==> src/rtl/control_unit_if.sv <==
// Control bus between the instruction-sequencing control unit and its datapath.
// The master side is the control unit; the slave side is the datapath or a bench.
interface control_unit_if;
    logic [2:0] opcode;
    logic       toCU;
    logic       memReady;
    logic       pcEn;
    logic       selAddress;
    logic       mr;
    logic       mw;
    logic       wordRegEn;
    logic       LSEn;
    logic       DIEn;
    logic       selData;
    logic       selALUsrc;
    logic       enb;
    logic       dataRegEn;
    logic       resultRegEn;
    logic       CEn;
    logic       ZEn;
    logic       NEn;
    logic       selPC;
    logic [1:0] aluOp;

    modport master (
        input  opcode, toCU, memReady,
        output pcEn, selAddress, mr, mw, wordRegEn, LSEn, DIEn, selData,
               selALUsrc, enb, dataRegEn, resultRegEn, CEn, ZEn, NEn, selPC, aluOp
    );

    modport slave (
        output opcode, toCU, memReady,
        input  pcEn, selAddress, mr, mw, wordRegEn, LSEn, DIEn, selData,
               selALUsrc, enb, dataRegEn, resultRegEn, CEn, ZEn, NEn, selPC, aluOp
    );
endinterface

==> src/rtl/control_unit.sv <==
// Multi-cycle control unit: two-word fetch, decode, optional memory read/write,
// execute/writeback and jumps. Control outputs are registered from the next state.
module control_unit (
    input  logic          clk,
    input  logic          rst,
    control_unit_if.master bus
);

    typedef enum logic [3:0] {
        F1, D1, F2, D2, MRD, EX, WB, MWR, JMP, HALT
    } state_t;

    typedef struct packed {
        logic       fetch;
        logic       mrdWait;
        logic       pcEn;
        logic       selAddress;
        logic       mr;
        logic       mw;
        logic       wordRegEn;
        logic       LSEn;
        logic       DIEn;
        logic       selData;
        logic       selALUsrc;
        logic       enb;
        logic       resultRegEn;
        logic       CEn;
        logic       ZEn;
        logic       NEn;
        logic       selPC;
        logic [1:0] aluOp;
    } ctrl_t;

    state_t     state;
    state_t     nextState;
    ctrl_t      ctrl;
    logic [2:0] opReg;
    logic       armed;

    // fetch/mrdWait mark states whose enables follow memReady combinationally
    function automatic ctrl_t decode(input state_t s, input logic [2:0] op);
        ctrl_t c;
        c = '0;
        case (s)
            F1: begin
                c.fetch     = 1'b1;
                c.mr        = 1'b1;
                c.wordRegEn = 1'b1;
            end
            D1: c.DIEn = 1'b1;
            F2: begin
                c.fetch = 1'b1;
                c.mr    = 1'b1;
                c.LSEn  = 1'b1;
            end
            MRD: begin
                c.mrdWait    = 1'b1;
                c.selAddress = 1'b1;
                c.mr         = 1'b1;
            end
            EX: begin
                c.selALUsrc   = 1'b1;
                c.resultRegEn = 1'b1;
                c.ZEn         = 1'b1;
                c.NEn         = 1'b1;
                case (op)
                    3'b000: begin
                        c.aluOp = 2'b01;
                        c.CEn   = 1'b1;
                    end
                    3'b001: c.aluOp = 2'b10;
                    default: c.aluOp = 2'b00;
                endcase
            end
            WB: c.enb = 1'b1;
            MWR: begin
                c.selAddress = 1'b1;
                c.mw         = 1'b1;
                c.selData    = 1'b1;
            end
            JMP: begin
                c.selPC = 1'b1;
                c.pcEn  = 1'b1;
            end
            default: c = '0;
        endcase
        return c;
    endfunction

    always_comb begin
        nextState = state;
        case (state)
            F1:  if (bus.memReady) nextState = D1;
            D1:  nextState = F2;
            F2:  if (bus.memReady) nextState = D2;
            D2: begin
                case (bus.opcode)
                    3'b000, 3'b001, 3'b010: nextState = MRD;
                    3'b011:  nextState = MWR;
                    3'b100:  nextState = JMP;
                    3'b101:  nextState = bus.toCU ? JMP : F1;
                    3'b110:  nextState = F1;
                    default: nextState = HALT;
                endcase
            end
            MRD: if (bus.memReady) nextState = EX;
            EX:  nextState = WB;
            WB:  nextState = F1;
            MWR: if (bus.memReady) nextState = F1;
            JMP: nextState = F1;
            default: nextState = HALT;
        endcase
    end

    // After reset the first edge only arms the outputs for F1 without advancing,
    // so F1 is visible for a full cycle before any memory handshake is honoured.
    always_ff @(posedge clk or posedge rst) begin
        if (rst) begin
            state <= F1;
            armed <= 1'b0;
            ctrl  <= '0;
            opReg <= 3'b110;
        end else if (!armed) begin
            armed <= 1'b1;
            ctrl  <= decode(F1, opReg);
        end else begin
            state <= nextState;
            ctrl  <= decode(nextState, opReg);
            if (state == D2) opReg <= bus.opcode;
        end
    end

    assign bus.pcEn        = ctrl.pcEn | (ctrl.fetch & bus.memReady);
    assign bus.dataRegEn   = ctrl.mrdWait & bus.memReady;
    assign bus.selAddress  = ctrl.selAddress;
    assign bus.mr          = ctrl.mr;
    assign bus.mw          = ctrl.mw;
    assign bus.wordRegEn   = ctrl.wordRegEn;
    assign bus.LSEn        = ctrl.LSEn;
    assign bus.DIEn        = ctrl.DIEn;
    assign bus.selData     = ctrl.selData;
    assign bus.selALUsrc   = ctrl.selALUsrc;
    assign bus.enb         = ctrl.enb;
    assign bus.resultRegEn = ctrl.resultRegEn;
    assign bus.CEn         = ctrl.CEn;
    assign bus.ZEn         = ctrl.ZEn;
    assign bus.NEn         = ctrl.NEn;
    assign bus.selPC       = ctrl.selPC;
    assign bus.aluOp       = ctrl.aluOp;

endmodule

==> src/flat_wrapper.sv <==
// flat-port wrapper written by rule: the top's interface ports become plain ports
module control_unit_flat 
  (clk, rst, bus_opcode, bus_toCU, bus_memReady, bus_pcEn, bus_selAddress, bus_mr, bus_mw, bus_wordRegEn, bus_LSEn, bus_DIEn, bus_selData, bus_selALUsrc, bus_enb, bus_dataRegEn, bus_resultRegEn, bus_CEn, bus_ZEn, bus_NEn, bus_selPC, bus_aluOp);
  control_unit_if bus_i ();
  input  logic clk;
  input  logic rst;
  input wire logic [$bits(bus_i.opcode)-1:0] bus_opcode;
  input wire logic [$bits(bus_i.toCU)-1:0] bus_toCU;
  input wire logic [$bits(bus_i.memReady)-1:0] bus_memReady;
  output wire logic [$bits(bus_i.pcEn)-1:0] bus_pcEn;
  output wire logic [$bits(bus_i.selAddress)-1:0] bus_selAddress;
  output wire logic [$bits(bus_i.mr)-1:0] bus_mr;
  output wire logic [$bits(bus_i.mw)-1:0] bus_mw;
  output wire logic [$bits(bus_i.wordRegEn)-1:0] bus_wordRegEn;
  output wire logic [$bits(bus_i.LSEn)-1:0] bus_LSEn;
  output wire logic [$bits(bus_i.DIEn)-1:0] bus_DIEn;
  output wire logic [$bits(bus_i.selData)-1:0] bus_selData;
  output wire logic [$bits(bus_i.selALUsrc)-1:0] bus_selALUsrc;
  output wire logic [$bits(bus_i.enb)-1:0] bus_enb;
  output wire logic [$bits(bus_i.dataRegEn)-1:0] bus_dataRegEn;
  output wire logic [$bits(bus_i.resultRegEn)-1:0] bus_resultRegEn;
  output wire logic [$bits(bus_i.CEn)-1:0] bus_CEn;
  output wire logic [$bits(bus_i.ZEn)-1:0] bus_ZEn;
  output wire logic [$bits(bus_i.NEn)-1:0] bus_NEn;
  output wire logic [$bits(bus_i.selPC)-1:0] bus_selPC;
  output wire logic [$bits(bus_i.aluOp)-1:0] bus_aluOp;
  assign bus_i.opcode = bus_opcode;
  assign bus_i.toCU = bus_toCU;
  assign bus_i.memReady = bus_memReady;
  assign bus_pcEn = bus_i.pcEn;
  assign bus_selAddress = bus_i.selAddress;
  assign bus_mr = bus_i.mr;
  assign bus_mw = bus_i.mw;
  assign bus_wordRegEn = bus_i.wordRegEn;
  assign bus_LSEn = bus_i.LSEn;
  assign bus_DIEn = bus_i.DIEn;
  assign bus_selData = bus_i.selData;
  assign bus_selALUsrc = bus_i.selALUsrc;
  assign bus_enb = bus_i.enb;
  assign bus_dataRegEn = bus_i.dataRegEn;
  assign bus_resultRegEn = bus_i.resultRegEn;
  assign bus_CEn = bus_i.CEn;
  assign bus_ZEn = bus_i.ZEn;
  assign bus_NEn = bus_i.NEn;
  assign bus_selPC = bus_i.selPC;
  assign bus_aluOp = bus_i.aluOp;
  control_unit u_core (.clk(clk), .rst(rst), .bus(bus_i));
endmodule
==> config.mk <==
export PLATFORM = sky130hd
export DESIGN_NAME = control_unit_flat
export DESIGN_NICKNAME = d
export VERILOG_FILES = /design/src/rtl/control_unit_if.sv /design/src/rtl/control_unit.sv /design/src/flat_wrapper.sv
export SDC_FILE = /design/constraint.sdc
export NUM_CORES = 1
export LEC_CHECK = 0
export BUFFER_PORTS_ARGS = -buffer_cell sky130_fd_sc_hd__buf_2
export CORE_MARGIN = 1
export CORE_UTILIZATION = 51
export CTS_CLUSTER_SIZE = 16
export DETAILED_ROUTE_END_ITERATION = 8
export PLACE_DENSITY = 0.84
export RECOVER_POWER = 50
export SLEW_MARGIN = 20
export SYNTH_ARGS = -nofsm -noshare
export SYNTH_HDL_FRONTEND = slang
export SYNTH_SLANG_ARGS = --single-unit
==> constraint.sdc <==
create_clock -name clk -period 1.6 [get_ports clk]
set_input_delay 0.24 -clock clk [delete_from_list [all_inputs] [get_ports clk]]
set_output_delay 0.24 -clock clk [all_outputs]
set_load 0.02 [all_outputs]
==> qor.yml, run 1 <==
floorplanning:
  rows: 15
  fp.dieH_um: 47.0
  ios: 25
  die-width_um: 47.0
  core_area_mm2: 0.00182
  dieArea_mm2: 0.00221
  start_util_pct: 56.8
run:
  drv_cap: 0
yosys:
  synth.top_cells.by_area: "dfrtp_1 46%, buf_4 5.1%, dfstp_2 5.1%"
  netlist_area_mm2: 0.00103
  yosysTopAreaCellShare_pct: 45.9
  syn-num-nets: 104
  syn_inst: 97
  postSynthAreaPerCell_um2: 10.7
  yosys.area.top_type: "dfrtp_1"
  synth.distinct_cells: 36
  yosysWarnings: 0
  yosysSeqAreaShare_pct: 51.0
  ys_ff_latch: 21
setup_path:
  crit_type: "reg2reg"
  r2r_setup_slack_ns: -0.02
  critPathCaptureType: "register"
  reg2regPathDepth: 6
  startpoint_type: "register"
  reg2reg_from: "u_core.state[2]"
  worstPathRequired_ns: 1.82
  crit_fanout: 8
  r2r_end: "u_core.bus.selAddress"
  critPathArrivalTime_ns: 1.84
timing:
  hold_viol: 0
  fin_ws_ns: -0.0156
  rsz0062_at_grt: "true"
  setup_viol: 1
  holdWs_ns: 0.227
  final_max_slew_viol_count: 0
  fmax_ghz: 0.619
  skew_ns: 0.000886
  fin_crit_sh_pct: 101
  layout_min_cycle_time_ns: 1.62
hold_path:
  min_to: "u_core.opReg[2]"
  hp-start: "bus_opcode[2]"
  min_path_cells: 2
  hold_path_class: "in2reg"
pwr:
  leakagePower_nw: 0.622
  p_total_mw: 2.35
  power.switching_uw: 946
  seqPwrFrac_pct: 36.7
  power_switching_share_pct: 40.3
  powerDensity_mw_per_mm2: 1830
  p_int_mw: 1.40
  ir_drop_mv: 1.13
  p_comb_share_pct: 52.9
  p_clk_share_pct: 10.4
grt:
  grt_overflow_total: 0
  track_usage_pct: 20.6
  grt_pass1_vias: 713
  grt_pass1_wl_mm: 3.06
  antenna_found_initial: 0
  grt_max_degree: 22
final_layout:
  layout_common_cells: "20 x buf_2, 15 x dfrtp_1, 11 x buf_4, 7 x inv_1"
  layout_commonest_cell: "buf_2"
  stdcell_area_mm2: 0.00128
  final.fill_count: 144
  final_net_count: 136
  postLayoutCoreUtil_pct: 70.5
  drive_gt1_share_pct: 42.2
  syn_to_final_growth_pct: 24.1
  antenna_cells: 0
clock_network:
  cts_buffers: 3
  htree_levels: 1
  cts_num_sinks: 21
  clk_path_buf_depth: 2
  clk_pin_slew_ns: 0.11
  cts_tree: "built"
  worstSkewPairLatency_ns: 0.29
  root_buffer: "clkbuf_4"
routing:
  num_vias: 801
  drt-initial-drc-count: 14
  wire_per_inst_um: 13.6
  first_pass_iters: 4
  antenna_left: 0
  drc_errors: 0
  via_per_inst: 5.24
  wl_mm: 2.09
placed_design:
  gp_congestion: 0.835
  pre_cts_slack_ns: -0.0762
  dp_hpwl_mm: 1.41
  port_buffers: 24
  place_area_mm2: 0.00116
outcome:
  violations: "negative setup slack"
  outcome: "finished, violations left"
==> worst max-delay path by stage <==
stage                    startpoint               endpoint  slack (ns)
CTS                 u_core.state[2]  u_core.bus.selAddress       0.007
global placement    u_core.state[2]  u_core.bus.selAddress        0.06
global route        u_core.state[2]  u_core.bus.selAddress       -0.08
floorplan           u_core.state[2]        u_core.opReg[0]        0.11
detailed placement  u_core.state[2]        u_core.bus.DIEn       -0.08
finish              u_core.state[2]  u_core.bus.selAddress       -0.02
==> power by group through the flow <==
| stage | combinational [mW] | clock (mW) | sequential, mW |
|---|---|---|---|
| 6_report | 1.24 | 0.244 | 0.861 |
| 5_1_grt | 1.35 | 0.276 | 0.881 |
| 4_1_cts | 1.17 | 0.254 | 0.844 |
| 3_5_place_dp | 1.01 | 0 | 0.863 |
| 3_3_place_gp | 0.983 | 0 | 0.848 |
| 2_1_floorplan | 0.791 | 0 | 0.837 |
==> cell families (layout without fill, tap and decap cells) <==
logic type,after synthesis,after routing,share of synthesized area [%]
and+or+nand+nor,34,34,21.0
DFF,21,21,51.0
xor gates and xnor gates,1,1,0.847
AOI/OAI and AO/OA,18,18,11.7
muxes,3,3,3.26
other,1,1,0.362
buffers and inverters,19,50,11.7
==> synth_stat cells (all sizes together) <==
cell	count
nor2	6
nand2b	3
and4	1
inv	7
nand4b	1
nor3	1
buf	10
nand2	6
a31oi	1
dfstp	2
and3b	1
and3	2
nor4	2
xor2	1
conb	1
dfrtp	19
o41ai	1
mux2	3
o32a	1
nor2b	1
o21a	1
a21oi	7
nand3b	3
a21o	1
clkbuf	2
o21ai	5
or2b	1
nor3b	4
nand4bb	1
o31ai	1
and2	1
==> worst max-delay path: stages (launching register included) <==
cell     delay (ns)
dfrtp_2        0.46
or2b_1         0.20
a21oi_1        0.07
o32a_1         0.37
buf_6          0.16
xor2_1         0.15
nor2_1         0.13
==> routing by layer <==
metal | part of all wire, % | track usage, %
met1 | 43 | 23.9
met2 | 53 | 36.4
met3 | 3.7 | 3.85
met4 | 0.81 | 10.3
met5 | 0 | 0
==> layout make-up <==
cell class	instances	area, µm²	area share, %
well taps	25	31.3	2.44
multi-input cells	57	423	32.9
repair buffers	39	244	19.0
flip-flops and latches	21	533	41.5
inverters	7	26.3	2.05
clock buffers	4	26.3	2.05
==> stage by stage <==
stage | TNS, ns | std cells
after detailed placement | -0.136 | 143
after global routing | -0.320 | 153
after CTS | 0 | 152
after floorplan | 0 | 97
final | -0.0156 | 153
after global placement | 0 | 143
==> flip-flops by register name (all words and copies together), names as in the netlist <==
signal                 count
u_core.bus.CEn             1
u_core.bus.mw              1
u_core.bus.mr              1
u_core.opReg               3
u_core.bus.LSEn            1
u_core.ctrl                3
u_core.bus.selAddress      1
u_core.bus.wordRegEn       1
u_core.bus.aluOp           1
u_core.bus.selALUsrc       1
u_core.armed               1
u_core.bus.enb             1
u_core.bus.DIEn            1
u_core.state               4
==> timing repair <==
item | CTS | global route
buffers inserted | 4 | 1
hold buffers | 1 | 0
pin swaps | 1 | 6
hold endpoints to repair | 19 | 0
setup endpoints to repair | 4 | 8
resized for setup | 6 | 6
Power figures use the tool's default switching activity.
==> inputs of run 2 (changes only) <==
--- a/config.mk
+++ b/config.mk
@@ -7,10 +7,10 @@
 export LEC_CHECK = 0
 export BUFFER_PORTS_ARGS = -buffer_cell sky130_fd_sc_hd__buf_2
 export CORE_MARGIN = 1
-export CORE_UTILIZATION = 51
+export CORE_UTILIZATION = 30
 export CTS_CLUSTER_SIZE = 16
 export DETAILED_ROUTE_END_ITERATION = 8
-export PLACE_DENSITY = 0.84
+export PLACE_DENSITY = 0.57
 export RECOVER_POWER = 50
 export SLEW_MARGIN = 20
 export SYNTH_ARGS = -nofsm -noshare
==> run 2 against run 1 <==
  * The flow still finishes with violations (negative setup slack)
  * Cell area is 3.2% higher
  * Sequential share of layout area fell by 1.3 points
  * Combinational power rose by 4%
  * Worst hold slack improved by 0.0020 ns
  * Largest cell class unchanged
  * Die area is 67% higher
  * First-iteration DRC count unchanged
  * Wire length shrank 0.62%
  * Global-route usage fell by 8.0 points
  * Critical path depth increased by 1
==> qor.yml, run 2 (same netlist as run 1, synthesis figures left out) <==
timing:
  relSlewSlack_pct: 65.7
  fmax_ghz: 0.625  # +0.94%
  hold_viol: 0  # unchanged
  worst_pin_slew_ns: 0.509
  rsz0062_at_grt: "true"
  skew_ns: 0.00388  # +0.00299 ns
  setup_viol: 1  # unchanged
  fin_crit_sh_pct: 100  # -0.94 points
  final_max_slew_viol_count: 0  # unchanged
  fin_ws_ns: -0.000650  # +0.0150 ns
  layout_min_cycle_time_ns: 1.60  # -0.0150 ns
placed_design:
  placed_cells: 161  # +13%
  gp_congestion: 0.827  # -0.96%
  dp_hpwl_mm: 1.40  # -1.2%
  port_buffers: 24  # unchanged
clock_network:
  clk_path_buf_depth: 2  # unchanged
  clk_pin_slew_ns: 0.11  # about the same
  worstSkewPairLatency_ns: 0.30  # about the same
  cts_buffers: 3  # unchanged
  htree_levels: 1  # unchanged
  cts_tree: "built"
  cts_num_sinks: 21  # unchanged
  root_buffer: "clkbuf_4"
routing:
  drc_errors: 0  # unchanged
  antenna_left: 0  # unchanged
  via_per_inst: 4.63  # -12%
  wire_per_inst_um: 12.2  # -11%
  wl_mm: 2.07  # -0.62%
  drt-initial-drc-count: 14  # unchanged
  first_pass_iters: 4  # unchanged
  num_vias: 787  # -1.7%
pwr:
  power_switching_share_pct: 41.3  # +0.98 points
  powerDensity_mw_per_mm2: 1820  # -0.61%
  p_int_mw: 1.41  # +0.90%
  p_comb_share_pct: 53.5  # +0.6 points
  power.switching_uw: 994  # +5.1%
  p_clk_share_pct: 10.3  # about the same
  ir_drop_mv: 0.872  # -23%
  p_total_mw: 2.41  # +2.6%
  leakagePower_nw: 0.619  # -0.46%
  seqPwrFrac_pct: 36.2  # -0.5 points
setup_path:
  startpoint_type: "register"
  reg2regPathDepth: 7  # +1
  crit_chain: "buf_6 -> nand2_1 -> and3_1 -> o32a_1 -> buf_6 -> nand2b_4 -> o21ai_2"
  cpPeakStageDelay_ns: 0.41  # -0.05 ns
  slowest_stage: "dfrtp_2"
  reg2reg_from: "u_core.state[2]"
  crit_path_frequent_cell: "buf_6"
  crit_fanout: 5  # -3
  crit_type: "reg2reg"
  worstPathRequired_ns: 1.84  # +0.02 ns
  critPathArrivalTime_ns: 1.84  # about the same
  critPathCaptureType: "register"
  r2r_end: "u_core.bus.wordRegEn"
  r2r_setup_slack_ns: -0.0007  # about the same
hold_path:
  min_to: "u_core.opReg[2]"
  hp-start: "bus_opcode[2]"
  min_path_cells: 2  # unchanged
  hold_path_class: "in2reg"
final_layout:
  largest_register_ff_count: 4  # unchanged
  ff_latch_area_um2: 533  # unchanged
  final.fill_count: 335  # +130%
  layout_commonest_cell: "buf_2"
  layout_common_cells: "20 x buf_2, 15 x dfrtp_1, 7 x inv_1, 7 x buf_4, 6 x a21oi_1"
  syn_to_final_growth_pct: 28.1
  final_net_count: 134  # -1.5%
  antenna_cells: 0  # unchanged
  regMostFlops: "u_core.state"
  stdcell_count: 170  # +11%
  drive_gt1_share_pct: 46.8  # +4.6 points
  top_regs: "u_core.state (4), u_core.ctrl (3), u_core.opReg (3)"
  multi_input_area_um2: 457  # +8.0%
floorplanning:
  fp.dieH_um: 60.7  # +29%
  dieArea_mm2: 0.00369  # +67%
  start_util_pct: 32.8  # -24 points
  core_area_mm2: 0.00315  # +73%
  ios: 25  # unchanged
  die-width_um: 60.7  # +29%
  rows: 20  # +5
grt:
  track_usage_pct: 12.7  # -8.0 points
  grt_pass1_vias: 703  # -1.4%
  grt_overflow_total: 0  # unchanged
  grt_max_degree: 22  # unchanged
  antenna_found_initial: 0  # unchanged
  grt_pass1_wl_mm: 3.31  # +8.1%
run:
  drv_cap: 0  # unchanged
outcome:
  outcome: "finished, violations left"
  violations: "negative setup slack"
-- run 2: area by class of cell --
cell class	count	area share, %
clock buffers	4	1.98
flip-flops and latches	21	40.2
inverters	7	1.98
repair buffers	37	17.2
multi-input cells	57	34.5
well taps	44	4.15
-- run 2: how the worst max path moves through the flow --
| stage | end | slack (ns) | from |
|---|---|---|---|
| 2_1_floorplan | u_core.opReg[0] | 0.11 | u_core.state[2] |
| 3_3_place_gp | u_core.bus.wordRegEn | -0.07 | u_core.state[0] |
| 3_5_place_dp | u_core.bus.wordRegEn | -0.04 | u_core.state[0] |
| 4_1_cts | u_core.bus.selAddress | -0.004 | u_core.state[2] |
| 5_1_grt | u_core.bus.selAddress | -0.07 | u_core.state[2] |
| 6_report | u_core.bus.wordRegEn | -0.0007 | u_core.state[2] |
-- run 2: per-stage QoR --
step	setup WS [ns]	instance area (µm²)	hold slack, ns	utilization (%)	TNS (ns)
after floorplan	0.109	1030	0.215	-	0
after global placement	-0.0701	1170	0.280	37.3	-0.0784
after detailed placement	-0.0396	1170	0.282	37.3	-0.0807
after CTS	-0.00434	1300	0.221	41.2	-0.00542
after global routing	-0.0742	1330	0.220	42.0	-0.376
final	-0.000650	1330	0.229	42.0	-0.000650
-- run 2: routing by layer --
metal,routed length (µm),up-vias,GRT usage [%]
met5,0,-,0
met4,4,0,0.974
met3,118,2,5.12
met2,1010,27,22.0
met1,937,380,15.5
li1,-,378,-
-- run 2: worst max-delay path: cells and delay by family (launching register included) --
family | cells | cell delay [ns]
AOI/OAI and AO/OA | 2 | 0.51
DFF | 1 | 0.41
and+or+nand+nor | 3 | 0.35
buffers and inverters | 2 | 0.26
-- run 2: power by group through the flow --
stage / Clock (mW) / Combinational, mW / Sequential, mW
after detailed placement: 0 / 0.983 / 0.857
after global routing: 0.289 / 1.39 / 0.898
after CTS: 0.263 / 1.19 / 0.872
after global placement: 0 / 0.975 / 0.849
after floorplan: 0 / 0.791 / 0.837
final: 0.248 / 1.29 / 0.872
-- run 2: timing repair --
| action | CTS | global route |
|---|---|---|
| pin swaps | 6 | 7 |
| endpoints found under the hold margin | 19 | 0 |
| buffers inserted | 3 | 1 |
| hold buffers | 1 | 0 |
| gates resized for setup | 16 | 7 |
| endpoints found under the setup margin | 8 | 12 |
| cloned | 0 | 0 |
